**src/rtl/z80_ld_ixiy_nn_exec.sv**
```systemverilog
// Executes LD IX,nn / LD IY,nn (DD/FD 21 lo hi), fetching one byte per read handshake.
// Define Z80FI_EN to add the Z80FI retirement port and its capture registers.
module z80_ld_ixiy_nn_exec (
  input  logic        clk,
  input  logic        reset,
  input  logic        start,
  input  logic        ip_load,
  input  logic [15:0] ip_load_value,
  output logic        busy,
  output logic        done,
  output logic        fault,
  output logic [15:0] mem_addr,
  output logic        mem_rd,
  input  logic [7:0]  mem_data,
  input  logic        mem_ack,
  output logic [15:0] ip,
  output logic [15:0] ix,
  output logic [15:0] iy
`ifdef Z80FI_EN
  ,
  output logic        z80fi_valid,
  output logic [31:0] z80fi_insn,
  output logic [3:0]  z80fi_insn_len,
  output logic [15:0] z80fi_reg_ip_in,
  output logic [15:0] z80fi_reg_ip_out,
  output logic [15:0] z80fi_reg_ix_in,
  output logic [15:0] z80fi_reg_ix_out,
  output logic [15:0] z80fi_reg_iy_in,
  output logic [15:0] z80fi_reg_iy_out
`endif
);

  typedef enum logic [2:0] {IDLE, F0, F1, F2, F3, RETIRE, FAULT} state_t;

  state_t      state, state_nxt;
  logic [15:0] ip_snap, ip_snap_nxt;
  logic [15:0] fetch_addr;
  logic [15:0] nn;
  logic        sel_iy, sel_iy_nxt;
  logic        fetch_nxt;
  logic [7:0]  lo_byte;
  logic        f3_ack;

  assign busy   = (state != IDLE);
  assign f3_ack = (state == F3) && mem_ack;
  assign nn     = {mem_data, lo_byte};

  always_ff @(posedge clk or posedge reset) begin
    if (reset) state <= IDLE;
    else       state <= state_nxt;
  end

  always_comb begin
    state_nxt   = state;
    ip_snap_nxt = ip_snap;
    sel_iy_nxt  = sel_iy;
    case (state)
      IDLE: if (start) begin
        state_nxt   = F0;
        ip_snap_nxt = ip_load ? ip_load_value : ip;
      end
      F0: if (mem_ack) begin
        if (mem_data == 8'hDD) begin
          state_nxt  = F1;
          sel_iy_nxt = 1'b0;
        end else if (mem_data == 8'hFD) begin
          state_nxt  = F1;
          sel_iy_nxt = 1'b1;
        end else begin
          state_nxt  = FAULT;
        end
      end
      F1:      if (mem_ack) state_nxt = (mem_data == 8'h21) ? F2 : FAULT;
      F2:      if (mem_ack) state_nxt = F3;
      F3:      if (mem_ack) state_nxt = RETIRE;
      RETIRE:  state_nxt = IDLE;
      FAULT:   state_nxt = IDLE;
      default: state_nxt = IDLE;
    endcase
  end

  // Address and read strobe are registered, so they are computed for the state being entered.
  always_comb begin
    fetch_addr = mem_addr;
    fetch_nxt  = 1'b1;
    case (state_nxt)
      F0:      fetch_addr = ip_snap_nxt;
      F1:      fetch_addr = ip_snap_nxt + 16'd1;
      F2:      fetch_addr = ip_snap_nxt + 16'd2;
      F3:      fetch_addr = ip_snap_nxt + 16'd3;
      default: fetch_nxt  = 1'b0;
    endcase
  end

  always_ff @(posedge clk or posedge reset) begin
    if (reset) begin
      mem_rd   <= 1'b0;
      mem_addr <= 16'h0000;
      done     <= 1'b0;
      fault    <= 1'b0;
      ip       <= 16'h0000;
      ix       <= 16'h0000;
      iy       <= 16'h0000;
      ip_snap  <= 16'h0000;
      sel_iy   <= 1'b0;
      lo_byte  <= 8'h00;
    end else begin
      mem_rd   <= fetch_nxt;
      mem_addr <= fetch_addr;
      done     <= (state_nxt == RETIRE);
      fault    <= (state_nxt == FAULT);
      ip_snap  <= ip_snap_nxt;
      sel_iy   <= sel_iy_nxt;
      if (state == IDLE && ip_load) ip <= ip_load_value;
      if (state == F2 && mem_ack) lo_byte <= mem_data;
      if (f3_ack) begin
        ip <= ip_snap + 16'd4;
        if (sel_iy) iy <= nn;
        else        ix <= nn;
      end
    end
  end

`ifdef Z80FI_EN
  logic [15:0] ix_snap, iy_snap;

  always_ff @(posedge clk or posedge reset) begin
    if (reset) begin
      ix_snap          <= 16'h0000;
      iy_snap          <= 16'h0000;
      z80fi_valid      <= 1'b0;
      z80fi_insn       <= 32'h0000_0000;
      z80fi_insn_len   <= 4'd0;
      z80fi_reg_ip_in  <= 16'h0000;
      z80fi_reg_ip_out <= 16'h0000;
      z80fi_reg_ix_in  <= 16'h0000;
      z80fi_reg_ix_out <= 16'h0000;
      z80fi_reg_iy_in  <= 16'h0000;
      z80fi_reg_iy_out <= 16'h0000;
    end else begin
      z80fi_valid <= (state_nxt == RETIRE);
      if (state == IDLE && start) begin
        ix_snap <= ix;
        iy_snap <= iy;
      end
      if (mem_ack) begin
        case (state)
          F0:      z80fi_insn[7:0]   <= mem_data;
          F1:      z80fi_insn[15:8]  <= mem_data;
          F2:      z80fi_insn[23:16] <= mem_data;
          F3:      z80fi_insn[31:24] <= mem_data;
          default: ;
        endcase
      end
      // Retirement record is published together with the architectural update.
      if (f3_ack) begin
        z80fi_insn_len   <= 4'd4;
        z80fi_reg_ip_in  <= ip_snap;
        z80fi_reg_ix_in  <= ix_snap;
        z80fi_reg_iy_in  <= iy_snap;
        z80fi_reg_ip_out <= ip_snap + 16'd4;
        z80fi_reg_ix_out <= sel_iy ? ix : nn;
        z80fi_reg_iy_out <= sel_iy ? nn : iy;
      end
    end
  end
`endif

endmodule

```
**config.mk**
```make
export PLATFORM = sky130hd
export DESIGN_NAME = z80_ld_ixiy_nn_exec
export DESIGN_NICKNAME = d
export VERILOG_FILES = /design/src/rtl/z80_ld_ixiy_nn_exec.sv
export SDC_FILE = /design/constraint.sdc
export NUM_CORES = 1
export LEC_CHECK = 0
export ABC_AREA = 1
export ABC_CLOCK_PERIOD_IN_PS = 7200
export BUFFER_PORTS_ARGS = -buffer_cell sky130_fd_sc_hd__buf_2
export CORE_ASPECT_RATIO = 0.6
export CORE_MARGIN = 1.5
export CORE_UTILIZATION = 61
export DETAILED_ROUTE_END_ITERATION = 10
export PLACE_DENSITY = 0.85
export SETUP_SLACK_MARGIN = 0.05
export SLEW_MARGIN = 20
export SYNTH_ARGS = -nofsm -noshare
export SYNTH_HDL_FRONTEND = slang
export SYNTH_SLANG_ARGS = --single-unit
export TNS_END_PERCENT = 50
```
**constraint.sdc**
```tcl
create_clock -name clk -period 7.2 [get_ports clk]
set_clock_uncertainty 0.05 [all_clocks]
set_input_delay 1.44 -clock clk [delete_from_list [all_inputs] [get_ports clk]]
set_output_delay 1.44 -clock clk [all_outputs]
set_load 0.005 [all_outputs]
```
# After elaboration in Yosys (flattened, before gate mapping)
# Cells that the tools add are included.
word_totals:
  mem_count: 0
  mem_bits_ro: 0
  mem_bits_rw: 0
  wordCells: 59
  input_bits: 29
  regBits: 95
  out_inout_bits: 68
  latchBits: 0
op_classes:
  magnitude_cmp: 0
  shift: 0
  addsub: 4
  div_mod_pow: 0
  bitwise: 1
  multipliers: 0
  n_eq_ne: 13
  reduce_logical: 12
  n_mux: 18
ops:
  columns: ["cell", "count"]
  rows:
  - ["16-bit 2-to-1 mux", 5]
  - ["16-bit case mux with 4 select lines", 1]
  - ["16-bit by 2-bit adder with 16-bit output (second input constant)", 2]
  - ["3-bit 2-to-1 mux", 8]
  - ["16-bit by 1-bit adder with 16-bit output (second input constant)", 1]
  - ["16-bit by 3-bit adder with 16-bit output (second input constant)", 1]
  - ["8-bit == test (second input constant)", 2]
  - ["3-bit case mux with 5 select lines", 1]
  - ["3-bit by 2-bit == test with 1-bit output (second input constant)", 4]
  - ["3-bit == test (second input constant)", 4]
  - ["8-bit by 6-bit == test with 1-bit output (second input constant)", 1]
  - ["3-bit by 1-bit == test with 1-bit output (second input constant)", 2]
  - ["2-bit AND reduction", 2]
  - ["2-bit nonzero test", 2]
  - ["4-bit nonzero test", 1]
  - ["4-bit OR reduction", 1]
  - ["1-bit logical AND", 3]
  - ["3-bit logical NOT", 1]
  - ["1-bit 2-to-1 mux", 3]
  - ["3-bit AND reduction", 1]
  - ["3-bit nonzero test", 1]
  - ["1-bit NOT", 1]

# Depth between registers and ports, before layout
logic_depth:
  word_depth: 8
  mapped_depth: 20

# Worst setup path before layout
# No wires, ideal clock.
synth_timing:
  kind: "in2reg"
  from: "input port ip_load"
  to: "register mem_addr[8]"
  arrival_ns: 3.271
  setup_slack_ns: 3.762
  path_stages: 16
  setup_ns: 0.117
  required_time_ns: 7.033
  path_cell_list: "buf_2 -> buf_4 -> nand2_1 -> nand2_1 -> o21ai_1 -> inv_1 -> fa_1 -> inv_1 -> nand3_2 -> inv_2 -> nand2_1 -> xor2_1 -> nand2_1 -> nand2_1 -> nor2_1 -> nor2_1"
synth_via:
  elab_chain_len: 5
  elab_cells_between_ends: 7
  cone_classes: "3 x add/sub; 4 x mux"
synth_lines:
  columns: ["item", "line", "source"]
  rows:
  - ["start: declaration", "7", "input logic ip_load,"]
  - ["16-bit 2-to-1 mux (*)", "60", "ip_snap_nxt = ip_load ? ip_load_value : ip;"]
  - ["16-bit 2-to-1 mux (*)", "58", "IDLE: if (start) begin"]
  - ["16-bit 2-to-1 mux (*)", "57", "case (state)"]
  - ["via ip_snap_nxt[0]", "36", "logic [15:0] ip_snap, ip_snap_nxt;"]
  - ["16-bit by 2-bit adder with 16-bit output (tied with other cells)", "90", "F3: fetch_addr = ip_snap_nxt + 16'd3;"]
  - ["16-bit case mux with 4 select lines (*)", "86", "case (state_nxt)"]
  - ["end signal: assignment", "109", "mem_addr <= fetch_addr;"]
  - ["end: declaration", "12", "output logic [15:0] mem_addr,"]
# Mark *: on every way through the listed nets, which the timed path passes. The rest lies on a longest branch.
# A chain may end at the register's enable or synchronous reset.

# Worst setup path in the final report
layout_timing:
  from: "input port ip_load"
  to: "register mem_addr[14]"
# Same word-level chain as after synthesis.

==> results.md <==
- Leaving out filler cells and counting taps, the final layout contains 961.
- Headroom to the max-slew limit came out at 27.9%.
- Detailed placement ended at an HPWL of 12600 um.
- The leading cell type in the layout, fill and taps excluded is sky130_fd_sc_hd__nand2_1.
- For this run, the share of the core covered by cells in the final layout is 72.8%.
- OpenSTA, run right after detailed placement, puts the worst setup slack at 2.89 ns.
- The die height is 76.1 um.
- Net switching is 48.0% of the power.
- The post-cts repair resize count is 0.
- The region available for standard cell placement spans 0.00859 sq mm.
- TritonCTS built the clock tree.
- The routed design could run at a clock period as short as 4.09 ns.
- Dividing the detail-routed via count by the number of cells gives 5.90.
- The cell area after technology mapping is 0.00543 sq mm.
- The count of inserted antenna diode cells is 0.
- The overall routed net length is 16700 um.
- For this run, the register share of the synthesized area comes to 43.8%.
- The maximum clock frequency is 244 MHz.
- In the post-route analysis, the smallest setup slack over all paths is 3.11 ns.
- Setup total negative slack on the finished layout was measured at 0 ns.
- The tree is rooted in a sky130_fd_sc_hd__clkbuf_16.
- The synthesized-area fraction occupied by xor and xnor cells is 0.484%.
- The synthesized netlist contains 37 unique library cells.
- The top cell types in the final layout, fill and taps aside, are sky130_fd_sc_hd__nand2_1, sky130_fd_sc_hd__buf_2, sky130_fd_sc_hd__dfrtp_1, sky130_fd_sc_hd__o21ai_0, sky130_fd_sc_hd__nand3_1.
- The count of pins over their slew limit was 0.
- The count of port buffers added during placement is 96.
- Of the post-synthesis cell area, the part taken by muxes is 0%.
- The detail route stage leaves a number of antenna-violating nets equal to 0.
- The slowest stage cell on the critical path is sky130_fd_sc_hd__fa_1.
- The post-synthesis compound-gate area fraction is 11.0%.
- The proportion of power drawn by the clock network is 17.0%.
- The initial utilization of the core area, before any placement, comes to 63.2%.
- The first global-routing pass estimated 27700 um of wire.
- Setup violations remaining at the end of the flow were counted as 0.
- The combinational cell fraction of total power is 52.3%.
- The number of iterations in the first detailed-routing pass is 5.
- Yosys mapped a number of flops with a built-in enable equal to 0.
- The area share of fa/ha/maj cells after synthesis is 1.06%.
- The kind of path behind the tightest hold check is flip-flop to flip-flop.
- The number of antenna violations at the first check in global routing is 1.
- The horizontal extent of the die is 125 um.
- The total of hold buffers inserted after clock tree synthesis is 0.
- Entering global routing, the biggest net connects 60 pins.
- IR analysis of the VDD net gives a maximum drop of 0.410 mV.
- The CTS sink count is 95.
- The depth of the CTS H-tree is 3.
- During synthesis, Yosys emitted a total of 0 warnings.
- The largest fanout of any net on the critical path is 20.
- Clock tree synthesis inserted a total of 9 buffers.
- The total congestion overflow is 0.
- The worst setup path is launched from an input port.
- At the pin with the least slew margin, the transition time is 1.08 ns.
- Setup repair after global routing left no endpoint under its margin.
- The layout cell share with drive strength beyond 1 is 18.3%.
- For this block, the via count after detailed routing is 5669.
- The number of placed instances, taps included, is 945.
- The per-instance average area after synthesis is 7.13 sq um.
- The aggregate global-route resource usage is 37.0%.
- The final net count is 877.
- The maximum root-to-sink buffer count is 2.
- Once the clock tree was built, the setup fixing pass inserted 0 buffers.
- After routing the design area is 0.00626 sq mm.
- The initialized floorplan defines 26 standard-cell rows.
- The delay of the slowest critical-path stage is 0.44 ns.
- The standard cell area after detailed placement is 0.00592 sq mm.
- STA classifies the critical path endpoint as a flip-flop.
- The cell leakage power is 3.23 nW.
- The area growth from synthesis to layout is 15.2%.
- The most used flip-flop cell after synthesis is sky130_fd_sc_hd__dfrtp_1.
- The areal power density over the cells is 496 mW/mm^2.
- The via count of the first global-routing pass is 5324.
- The count of buffer and inverter cells on the critical path is 4.
- The later pin in the worst-skew pair is clocked with a latency of 0.34 ns.
- In this run the power spent charging and discharging nets is 1.49 mW.
- For the worst setup path, the data arrival time is 4.27 ns.
- The run finished with clean final reports.
- The flip-flop and latch count after synthesis is 95.
- The register share of total power is 30.7%.
- The number of design-rule violations left by the first detailed-router iteration is 770.
- The tool flagged a number of max-cap violations equal to 0.
- The DRC violation count after routing is 0.
- In the final routed layout, each cell accounts on average for 17.4 um.
- Counting flops with an async set or reset pin after synthesis yields a share of 100%.
- Broken down by cell family, the worst path's largest delay share belongs to simple AND/OR/NAND/NOR gates.
- The design internal power is 1.61 mW.
- After clock tree synthesis, the clock-pin slew on the worst setup and hold paths is 0.07 ns.
- The part of the cycle the worst path needs is 56.8%.
- The number of top-level design ports is 97.
- The final weighted congestion in routability-driven placement is 1.03.
- The data required time at the worst endpoint is 7.38 ns.
- The synthesized net count is 794.
- The main combinational cell family by area after synthesis is simple AND/OR/NAND/NOR gates.
- The critical path goes through buf_2 -> inv_1 -> nand2_1 -> o21ai_0 -> o21ai_2 -> inv_1 -> fa_1 -> inv_1 -> nand3_2 -> nor2_2 -> nand4_1 -> nand3_1 -> nand3_1 -> nand2_1 -> nand2_1.
- The setup path with the least slack is of type input port to flip-flop.
- After technology mapping, the gate count stands at 761.
- The final-report hold violation count came to 0.
- The die area is 0.00949 sq mm.
- After Yosys synthesis, and, or, nand and nor cells account for 36.4% of the synthesized area.
-- path summary, 6_finish.rpt --
path,from,end,slack (ns),depth (start not counted)
min in group asynchronous,reset,ix[4],1.13,2
min reg2reg,mem_addr[6],mem_addr[6],0.43,2
min,mem_addr[6],mem_addr[6],0.43,2
max,ip_load,mem_addr[14],3.11,15
max in group asynchronous,reset,ip[9],4.75,3
max reg2reg,state[2],mem_addr[14],3.84,16
-- sequential cells by signal, summed over array words and instances (netlist names) --
signal,flops
done,1
fault,1
ip,16
ip_snap,16
ix,16
iy,16
lo_byte,8
mem_addr,16
mem_rd,1
sel_iy,1
state,3
-- cell usage after synthesis (2+ instances only) --
master / n / area share [%]
sky130_fd_sc_hd__buf_6: 2 / 0.41
sky130_fd_sc_hd__inv_2: 6 / 0.41
sky130_fd_sc_hd__nor2_2: 7 / 0.81
sky130_fd_sc_hd__nor2_4: 4 / 0.83
sky130_fd_sc_hd__nand2_4: 2 / 0.41
sky130_fd_sc_hd__o211ai_1: 4 / 0.55
sky130_fd_sc_hd__nor3_1: 8 / 0.74
sky130_fd_sc_hd__dfrtp_1: 95 / 44
sky130_fd_sc_hd__inv_1: 62 / 4.3
sky130_fd_sc_hd__nand4_1: 12 / 1.4
sky130_fd_sc_hd__a21oi_1: 10 / 0.92
sky130_fd_sc_hd__nor2_1: 59 / 4.1
sky130_fd_sc_hd__nor4_1: 3 / 0.35
sky130_fd_sc_hd__o21ai_1: 14 / 1.3
sky130_fd_sc_hd__a31oi_1: 4 / 0.46
sky130_fd_sc_hd__nand2_2: 10 / 1.2
sky130_fd_sc_hd__buf_4: 4 / 0.55
sky130_fd_sc_hd__a22oi_1: 2 / 0.28
sky130_fd_sc_hd__ha_1: 3 / 0.69
sky130_fd_sc_hd__nand2_1: 272 / 19
sky130_fd_sc_hd__nand3_2: 4 / 0.74
sky130_fd_sc_hd__o21ai_0: 72 / 6.6
sky130_fd_sc_hd__xor2_1: 3 / 0.48
sky130_fd_sc_hd__buf_2: 8 / 0.74
sky130_fd_sc_hd__clkbuf_1: 10 / 0.69
sky130_fd_sc_hd__or2_2: 3 / 0.35
sky130_fd_sc_hd__nand3_1: 68 / 6.3
-- cell families (layout without fill, tap and decap cells) --
logic type                 Yosys count  after routing
DFF                                 95             95
AOI/OAI and AO/OA                  111            111
buffers and inverters               94            182
adders and majority gates            4              4
xor gates and xnor gates             3              3
and+or+nand+nor                    454            454
-- metrics by stage --
stage | hold slack [ns] | power (mW)
floorplan | 0.410 | 2.02
global placement | 0.408 | 2.46
detailed placement | 0.410 | 2.52
CTS | 0.427 | 3.06
global route | 0.461 | 3.35
finish | 0.430 | 3.11
-- routing by layer --
layer / GRT usage [%] / wire (um) / part of all wire [%] / up-vias
li1: - / - / - / 2623
met5: 0 / 0 / 0 / -
met2: 52.9 / 6870 / 41 / 387
met1: 55.9 / 7420 / 44 / 2621
met3: 11.3 / 2170 / 13 / 38
met4: 7.47 / 253 / 1.5 / 0
-- worst reg2reg max path, delay by kind of cell, from the launching register on --
family,cells,cell delay [ns]
and+or+nand+nor,12,1.74
DFF,1,0.52
adders and majority gates,1,0.43
buffers and inverters,3,0.50
-- layout make-up --
cell class | count | area, sq um
sequential | 95 | 2380
clock inverter | 6 | 90.1
multi-input combinational | 572 | 2660
clock buffer | 10 | 239
timing repair buffer | 97 | 488
tap | 112 | 140
inverter | 69 | 260
fill | 678 | 2330
-- power groups by stage --
stage | clock network [mW] | logic (mW) | registers [mW]
finish | 0.527 | 1.62 | 0.955
global route | 0.551 | 1.82 | 0.981
CTS | 0.531 | 1.58 | 0.945
detailed placement | 0 | 1.57 | 0.952
global placement | 0 | 1.52 | 0.939
floorplan | 0 | 1.08 | 0.934
Note: power is estimated with default switching activity, not from simulation.
